==> src/rtl/cim_pkg.sv <==
// Shared encodings for the compute-in-memory controller: command ops, FSM states
// and the phase counter width.
package cim_pkg;

    typedef enum logic [1:0] {
        OP_WRITE   = 2'b00,
        OP_MAC     = 2'b01,
        OP_SEARCH  = 2'b10,
        OP_ILLEGAL = 2'b11
    } cim_op_e;

    typedef enum logic [2:0] {
        IDLE  = 3'd0,
        PRE   = 3'd1,
        WR    = 3'd2,
        MAC_P = 3'd3,
        MAC_N = 3'd4,
        SRCH  = 3'd5,
        DONE  = 3'd6
    } cim_state_e;

    localparam int CNT_W = 8;

    // Phase length of 0 behaves like 1: the counter loads CYC-1 and exits on 0.
    function automatic logic [CNT_W-1:0] cyc_load(input int cyc);
        return (cyc <= 1) ? '0 : CNT_W'(cyc - 1);
    endfunction

endpackage

==> src/rtl/cim_ctrl.sv <==
// Command sequencer for a CIM array: turns WRITE / MAC / SEARCH commands into
// registered row-decoder controls and returns one response per command.
module cim_ctrl
    import cim_pkg::*;
#(
    parameter int WR_CYC   = 2,
    parameter int MAC_CYC  = 2,
    parameter int SRCH_CYC = 1
) (
    input  logic       clk,
    input  logic       rst_n,
    input  logic       cmd_valid,
    output logic       cmd_ready,
    input  logic [1:0] cmd_op,
    input  logic [1:0] cmd_addr,
    input  logic [3:0] cmd_data,
    input  logic [3:0] sa_out,
    output logic       cs,
    output logic       MAC_en,
    output logic       read_bar,
    output logic       w_en,
    output logic [1:0] addr,
    output logic [3:0] data,
    output logic       rsp_valid,
    input  logic       rsp_ready,
    output logic [7:0] rsp_data,
    output logic       rsp_err,
    output logic       busy
);

    localparam logic [CNT_W-1:0] WR_LD   = cyc_load(WR_CYC);
    localparam logic [CNT_W-1:0] MAC_LD  = cyc_load(MAC_CYC);
    localparam logic [CNT_W-1:0] SRCH_LD = cyc_load(SRCH_CYC);

    cim_state_e       state_q, state_d;
    cim_op_e          op_q, op_d;
    logic [CNT_W-1:0] cnt_q, cnt_d;
    logic [1:0]       addr_q, addr_d;
    logic [3:0]       data_q, data_d;
    logic [7:0]       rsp_data_q, rsp_data_d;
    logic             rsp_err_q, rsp_err_d;
    logic             cs_q, cs_d;
    logic             mac_en_q, mac_en_d;
    logic             read_bar_q, read_bar_d;
    logic             w_en_q, w_en_d;

    always_comb begin
        state_d    = state_q;
        op_d       = op_q;
        cnt_d      = cnt_q;
        addr_d     = addr_q;
        data_d     = data_q;
        rsp_data_d = rsp_data_q;
        rsp_err_d  = rsp_err_q;

        unique case (state_q)
            IDLE: begin
                if (cmd_valid) begin
                    state_d    = PRE;
                    op_d       = cim_op_e'(cmd_op);
                    addr_d     = cmd_addr;
                    data_d     = cmd_data;
                    rsp_data_d = '0;
                    rsp_err_d  = 1'b0;
                end
            end
            PRE: begin
                unique case (op_q)
                    OP_WRITE:   begin state_d = WR;    cnt_d = WR_LD;   end
                    OP_MAC:     begin state_d = MAC_P; cnt_d = MAC_LD;  end
                    OP_SEARCH:  begin state_d = SRCH;  cnt_d = SRCH_LD; end
                    OP_ILLEGAL: begin state_d = DONE;  rsp_err_d = 1'b1; end
                endcase
            end
            WR: begin
                if (cnt_q == '0) state_d = DONE;
                else             cnt_d   = cnt_q - 1'b1;
            end
            MAC_P: begin
                if (cnt_q == '0) begin
                    state_d          = MAC_N;
                    cnt_d            = MAC_LD;
                    rsp_data_d[7:4]  = sa_out;
                end else begin
                    cnt_d = cnt_q - 1'b1;
                end
            end
            MAC_N: begin
                if (cnt_q == '0) begin
                    state_d          = DONE;
                    rsp_data_d[3:0]  = sa_out;
                end else begin
                    cnt_d = cnt_q - 1'b1;
                end
            end
            SRCH: begin
                if (cnt_q == '0) begin
                    state_d    = DONE;
                    rsp_data_d = {4'h0, sa_out};
                end else begin
                    cnt_d = cnt_q - 1'b1;
                end
            end
            DONE: begin
                if (rsp_ready) state_d = IDLE;
            end
            default: state_d = IDLE;
        endcase

        // Decoder controls are decoded from the next state so the registered
        // copies line up exactly with the state they belong to.
        cs_d       = (state_d == WR) || (state_d == MAC_P) ||
                     (state_d == MAC_N) || (state_d == SRCH);
        w_en_d     = (state_d == WR);
        mac_en_d   = (state_d == MAC_P) || (state_d == MAC_N);
        read_bar_d = (state_d == MAC_N);
    end

    always_ff @(posedge clk or negedge rst_n) begin
        if (!rst_n) begin
            state_q    <= IDLE;
            op_q       <= OP_WRITE;
            cnt_q      <= '0;
            addr_q     <= '0;
            data_q     <= '0;
            rsp_data_q <= '0;
            rsp_err_q  <= 1'b0;
            cs_q       <= 1'b0;
            mac_en_q   <= 1'b0;
            read_bar_q <= 1'b0;
            w_en_q     <= 1'b0;
        end else begin
            state_q    <= state_d;
            op_q       <= op_d;
            cnt_q      <= cnt_d;
            addr_q     <= addr_d;
            data_q     <= data_d;
            rsp_data_q <= rsp_data_d;
            rsp_err_q  <= rsp_err_d;
            cs_q       <= cs_d;
            mac_en_q   <= mac_en_d;
            read_bar_q <= read_bar_d;
            w_en_q     <= w_en_d;
        end
    end

    assign cmd_ready = (state_q == IDLE);
    assign busy      = (state_q != IDLE);
    assign rsp_valid = (state_q == DONE);
    assign rsp_data  = rsp_data_q;
    assign rsp_err   = rsp_err_q;
    assign cs        = cs_q;
    assign MAC_en    = mac_en_q;
    assign read_bar  = read_bar_q;
    assign w_en      = w_en_q;
    assign addr      = addr_q;
    assign data      = data_q;

endmodule
==> config.mk <==
export PLATFORM = sky130hd
export DESIGN_NAME = cim_ctrl
export DESIGN_NICKNAME = d
export VERILOG_FILES = /design/src/rtl/cim_pkg.sv /design/src/rtl/cim_ctrl.sv
export SDC_FILE = /design/constraint.sdc
export NUM_CORES = 1
export LEC_CHECK = 0
export ABC_AREA = 1
export CAP_MARGIN = 20
export CORE_AREA = 4 4 66 62
export DETAILED_ROUTE_END_ITERATION = 8
export DIE_AREA = 0 0 70 66
export PLACE_DENSITY = 0.82
export SLEW_MARGIN = 20
export SYNTH_ARGS = -nofsm -noshare
export SYNTH_HDL_FRONTEND = slang
export SYNTH_SLANG_ARGS = --single-unit
==> constraint.sdc <==
create_clock -name clk -period 3.6 [get_ports clk]
set_input_delay 0.72 -clock clk [delete_from_list [all_inputs] [get_ports clk]]
set_output_delay 0.72 -clock clk [all_outputs]
set_load 0.01 [all_outputs]
### Word-level counts from Yosys, hierarchy flattened

Cells that the tools add are included.

* add/subtract/negate cells: 1
* $mul: 0
* div/mod/pow operators: 0
* order comparisons: 0
* equality and inequality tests: 20
* shift-type cells: 0
* muxes and demuxes: 18
* bitwise gates (word level): 0
* reduce and logical (&&, ||, !) cells: 19

Operators by type and width (count)
* 8-bit 2-to-1 mux: 4
* 4-bit one-hot mux with 3 select lines: 2
* 8-bit one-hot mux with 3 select lines: 1
* 8-bit one-hot mux with 2 select lines: 1
* 3-bit == test, second input constant: 5
* 3-bit one-hot mux with 5 select lines: 1
* 3-bit by 2-bit == test with 1-bit output, second input constant: 4
* 3-bit 2-to-1 mux: 4
* 2-bit inequality test, second input constant: 6
* 3-bit one-hot mux with 4 select lines: 1
* 3-bit nonzero test: 4
* 8-bit zero test: 1
* 4-bit AND reduction: 2
* 8-bit by 1-bit subtractor with 8-bit output, second input constant: 1
* 3-bit AND reduction: 2
* 2-bit == test, second input constant: 2
* 1-bit logical OR: 4
* 4-bit 2-to-1 mux: 1
* 3-bit by 1-bit == test with 1-bit output, second input constant: 1
* 3-bit zero test: 1
* 3-bit inequality test, second input constant: 1
* 3-bit OR reduction: 1
* 2-bit by 1-bit == test with 1-bit output, second input constant: 1
* 2-bit zero test: 1
* 5 further kinds: 6

* register bits: 32
* latch bits: 0
* memory bits (writable): 0
* ROM bits: 0
* bits of input ports: 16
* output and inout bits: 22
* word-level logic and storage cells: 70
* memories: 0

### Logic depth before layout (Yosys ltp)

* word-level depth: 7
* depth in mapped cells: 10
* gate-level depth less buffers: 10

### Worst setup path before layout

No wires, ideal clock.

* path kind: register -> output
* start point: reg state_q[1]
* end point: out cmd_ready
* data arrival time: 922 ps
* path slack: 1958 ps
* stages on the path, launching flop included: 4
* path buffers: 0
* cells stage by stage: dfrtp_1 -> nor2_1 -> nand2_1 -> inv_2

* cells in the longest elaborated chain, start to end: 1

RTL lines
* from (decl): RTL line cim_ctrl.sv:35 `cim_state_e state_q, state_d;`
* from (signal assigned): RTL line cim_ctrl.sv:133 `state_q <= state_d;`
* 3-bit zero test: RTL line cim_ctrl.sv:147 `assign cmd_ready = (state_q == IDLE);`
* to (decl): RTL line cim_ctrl.sv:13 `output logic cmd_ready,`

Every way passes these cells.

### Final worst setup path

Ends and elaborated chain as after synthesis.

==> key figures <==
Logic synthesis
  • Top post-synthesis cells by area: dfrtp_1 45%, nand2_1 16%, inv_1 6.5%
  • Yosys warns: 0
  • Mapped Cells: 233
  • Syn Area/Cell: 7.65 um^2
  • Post-synth top area share: 44.9%
  • Seq/Total Area, Yosys: around 45%
  • Asr flop ratio synth: 100%
  • Distinct cells, synth: 26
  • Mapped Area: 1780 um^2
  • Post-synth EDFFs: 0
  • Post-synthesis register bit count: 32
  • Area leader, netlist: dfrtp_1
  • Synth Net Count: around 250
  • Post-synth top flop: dfrtp_1

STA
  • Setup TNS: 0 ns
  • RSZ-0062 raised after global routing: false
  • Slew Viols, Final: 0
  • Final min period: 2.50 ns
  • Hold Fails Final Rpt: 0
  • Clk_skew: 0.00188 ns
  • Worst-Margin Slew: 0.405 ns
  • Final setup vio count: 0
  • Max transition margin: roughly three quarters
  • Fin crit share: 69.5%
  • FMAX: 0.400 GHz

Clock network
  • Clk sink count: 32
  • Total CTS buffers: 5
  • Hold Buf Count CTS: 0
  • Clock-pin slew on the worst setup and hold paths: approximately 0.06 ns
  • Bufs on Longest Clock Path: 2
  • Root Driver: clkbuf_8
  • H-tree depth: 2
  • Cts repair resizes: 0
  • Worst-Skew Late Latency: around 0.28 ns
  • Buffer count from post-CTS setup fixing: 0
  • CTS tree: yes

Placement
  • GPL Wtd Cong: 0.816
  • Post-DP HPWL: just under 3000 um
  • PortBufs: 37

Power
  • Leakage: 1.18 nW
  • Max VDD drop: 503 uV
  • Combinational share of power: 57.6%
  • Clock power share: 13.4%
  • Sequential share of power: between 20% and 30%
  • PD cells: around 900 nW/um^2
  • Pint: approximately 1.1 mW
  • Net Sw Frac: between 40% and 50%
  • Psw: 0.943 mW
  • Tot Pwr: around 2.1 mW

Die
  • Core area: ~3400 um^2
  • Starting Density: 53.1%
  • Row Count: 20
  • Die Ht: 66 um
  • Die width: 70 um
  • Die ar.: about 4600 um^2
  • IO Pins: 38

Drt
  • DR WL/cell: 12.2 um
  • DR pass1 iterations: 4
  • Detail Route Antenna Nets: 0
  • Drt initial violations: 118
  • Vias/cell: 4.99
  • Vias: 1603
  • Drt drc: 0
  • Total wire length: 3930 um

Finish
  • Final core utilization: 68.2%
  • Layout Area Growth over Synthesis: 28.4%
  • Share of cells above drive strength 1: 10.8%
  • Ant diodes: 0
  • NumNets Final: roughly 300

GRT
  • Gr usage total: 19.1%
  • Grt total ovfl: 0
  • Initial antenna violation count: 0
  • First-pass GRT wire length: 7090 um
  • Pin count of the biggest net entering global routing: 33
  • Vias in the first global route: 1580

Flow run
  • Max Cap Viol: 0

Hold path
  • Hold path startpoint: addr[0]$_DFFE_PN0P_
  • Hold path depth: 2
  • Hold endpoint: addr[0]$_DFFE_PN0P_
  • Worst hold path class: reg -> reg

Setup path
  • Kind of critical path: reg -> out
  • Crit path max fanout: 5
  • Worst reg2reg path startpoint: cnt_q[0]$_DFFE_PN0P_
  • Reg2reg end: rsp_data[7]$_DFFE_PN0P_
  • R2R Setup Slk: 1.64 ns
  • CP Capture Type: primary output
  • Type of origin of the critical path: flip-flop
  • WP data required: between 2 and 3 ns
  • CP arrival: approximately 1.8 ns
  • Crit. Startpoint: state_q[1]$_DFF_PN0_
  • Worst reg-to-reg path cell count: 9

Outcome
  • Outcome: finished, final reports clean
[area by class of cell]
type	count	area, um^2
Timing Repair Buffer	38	378
Tap cell	44	55.1
Inverter	37	139
Sequential cell	32	801
Fill cell	293	1060
Multi-Input combinational cell	162	826
Clock buffer	8	90.1
[power groups by stage]
stage	clock network [mW]	logic [mW]	registers (mW)
finish	0.280	1.20	0.604
detailed placement	0	1.20	0.608
CTS	0.285	1.21	0.602
global route	0.301	1.36	0.622
global placement	0	1.17	0.602
floorplan	0	0.788	0.635
[layout by cell type, fill, tap and decap left out]
master,instances
nor3_1,1
nor2_1,12
nand2_2,4
dfrtp_1,32
xor2_1,3
clkbuf_1,2
nand2_1,78
a21oi_4,1
or2_2,1
nor2_4,2
nand3_1,20
o21ai_2,2
inv_2,6
clkbuf_8,6
nor2_2,2
buf_4,1
o22ai_1,1
xnor2_1,1
a21oi_1,4
clkdlybuf4s50_1,37
inv_1,31
o21ai_0,12
nand4_1,3
nand2_4,2
o21bai_1,1
o21ai_1,4
nand3_2,3
ha_1,5
[how the worst max path moves through the flow]
stage,slack [ns],end,depth (start not counted)
after global placement,1.45,cmd_ready,4
after global routing,1.00,cmd_ready,4
after CTS,1.09,cmd_ready,4
after detailed placement,1.40,cmd_ready,4
final,1.10,cmd_ready,4
after floorplan,1.96,cmd_ready,3
[layer usage]
| metal | track usage (%) | vias up | routed length (um) |
|---|---|---|---|
| met5 | 0 | - | 0 |
| met4 | 5.26 | 0 | 35 |
| met3 | 4.56 | 7 | 194 |
| met2 | 33.4 | 38 | 1990 |
| met1 | 23.7 | 742 | 1710 |
| li1 | - | 816 | - |
[cells by family (layout without fill, tap and decap cells)]
family	count (synthesis)	in the layout	synth area share [%]
AND/OR/NAND/NOR	128	128	32.6
buffers and inverters	39	83	8.71
flip-flops	32	32	44.9
AO/OA/AOI/OAI	25	25	8.29
adder cells (fa/ha/maj)	5	5	3.51
XOR/XNOR	4	4	1.97
[synth_stat cells (4+ instances only)]
library cell and instances:
nand2_1 78, nor2_1 12, nand2_2 4, a21oi_1 4, ha_1 5, nand3_1 20
o21ai_0 12, dfrtp_1 32, inv_2 6, o21ai_1 4, inv_1 31
[through the flow]
step / worst slack [ns] / hold WS (ns) / instance area [um^2] / std cells
floorplan: 1.96 / 0.424 / 1780 / 233
global placement: 1.45 / 0.462 / 2200 / 313
detailed placement: 1.40 / 0.467 / 2200 / 313
CTS: 1.09 / 0.483 / 2290 / 321
global route: 1.00 / 0.510 / 2290 / 321
finish: 1.10 / 0.479 / 2290 / 321
[flip-flops by register name, indices dropped and copies added (netlist names)]
signal,flops
cnt_q,8
rsp_data,8
data,4
state_q,3
addr,2
op_q,2
MAC_en,1
cs,1
read_bar,1
rsp_err,1
w_en,1
[critical path, cell delays in order, from the launching register on]
cell and delay [ns]:
dfrtp_1 0.45, nor2_1 0.25, nand2_1 0.16, inv_2 0.11, clkdlybuf4s50_1 0.53
(Power assumes the default switching activity.)
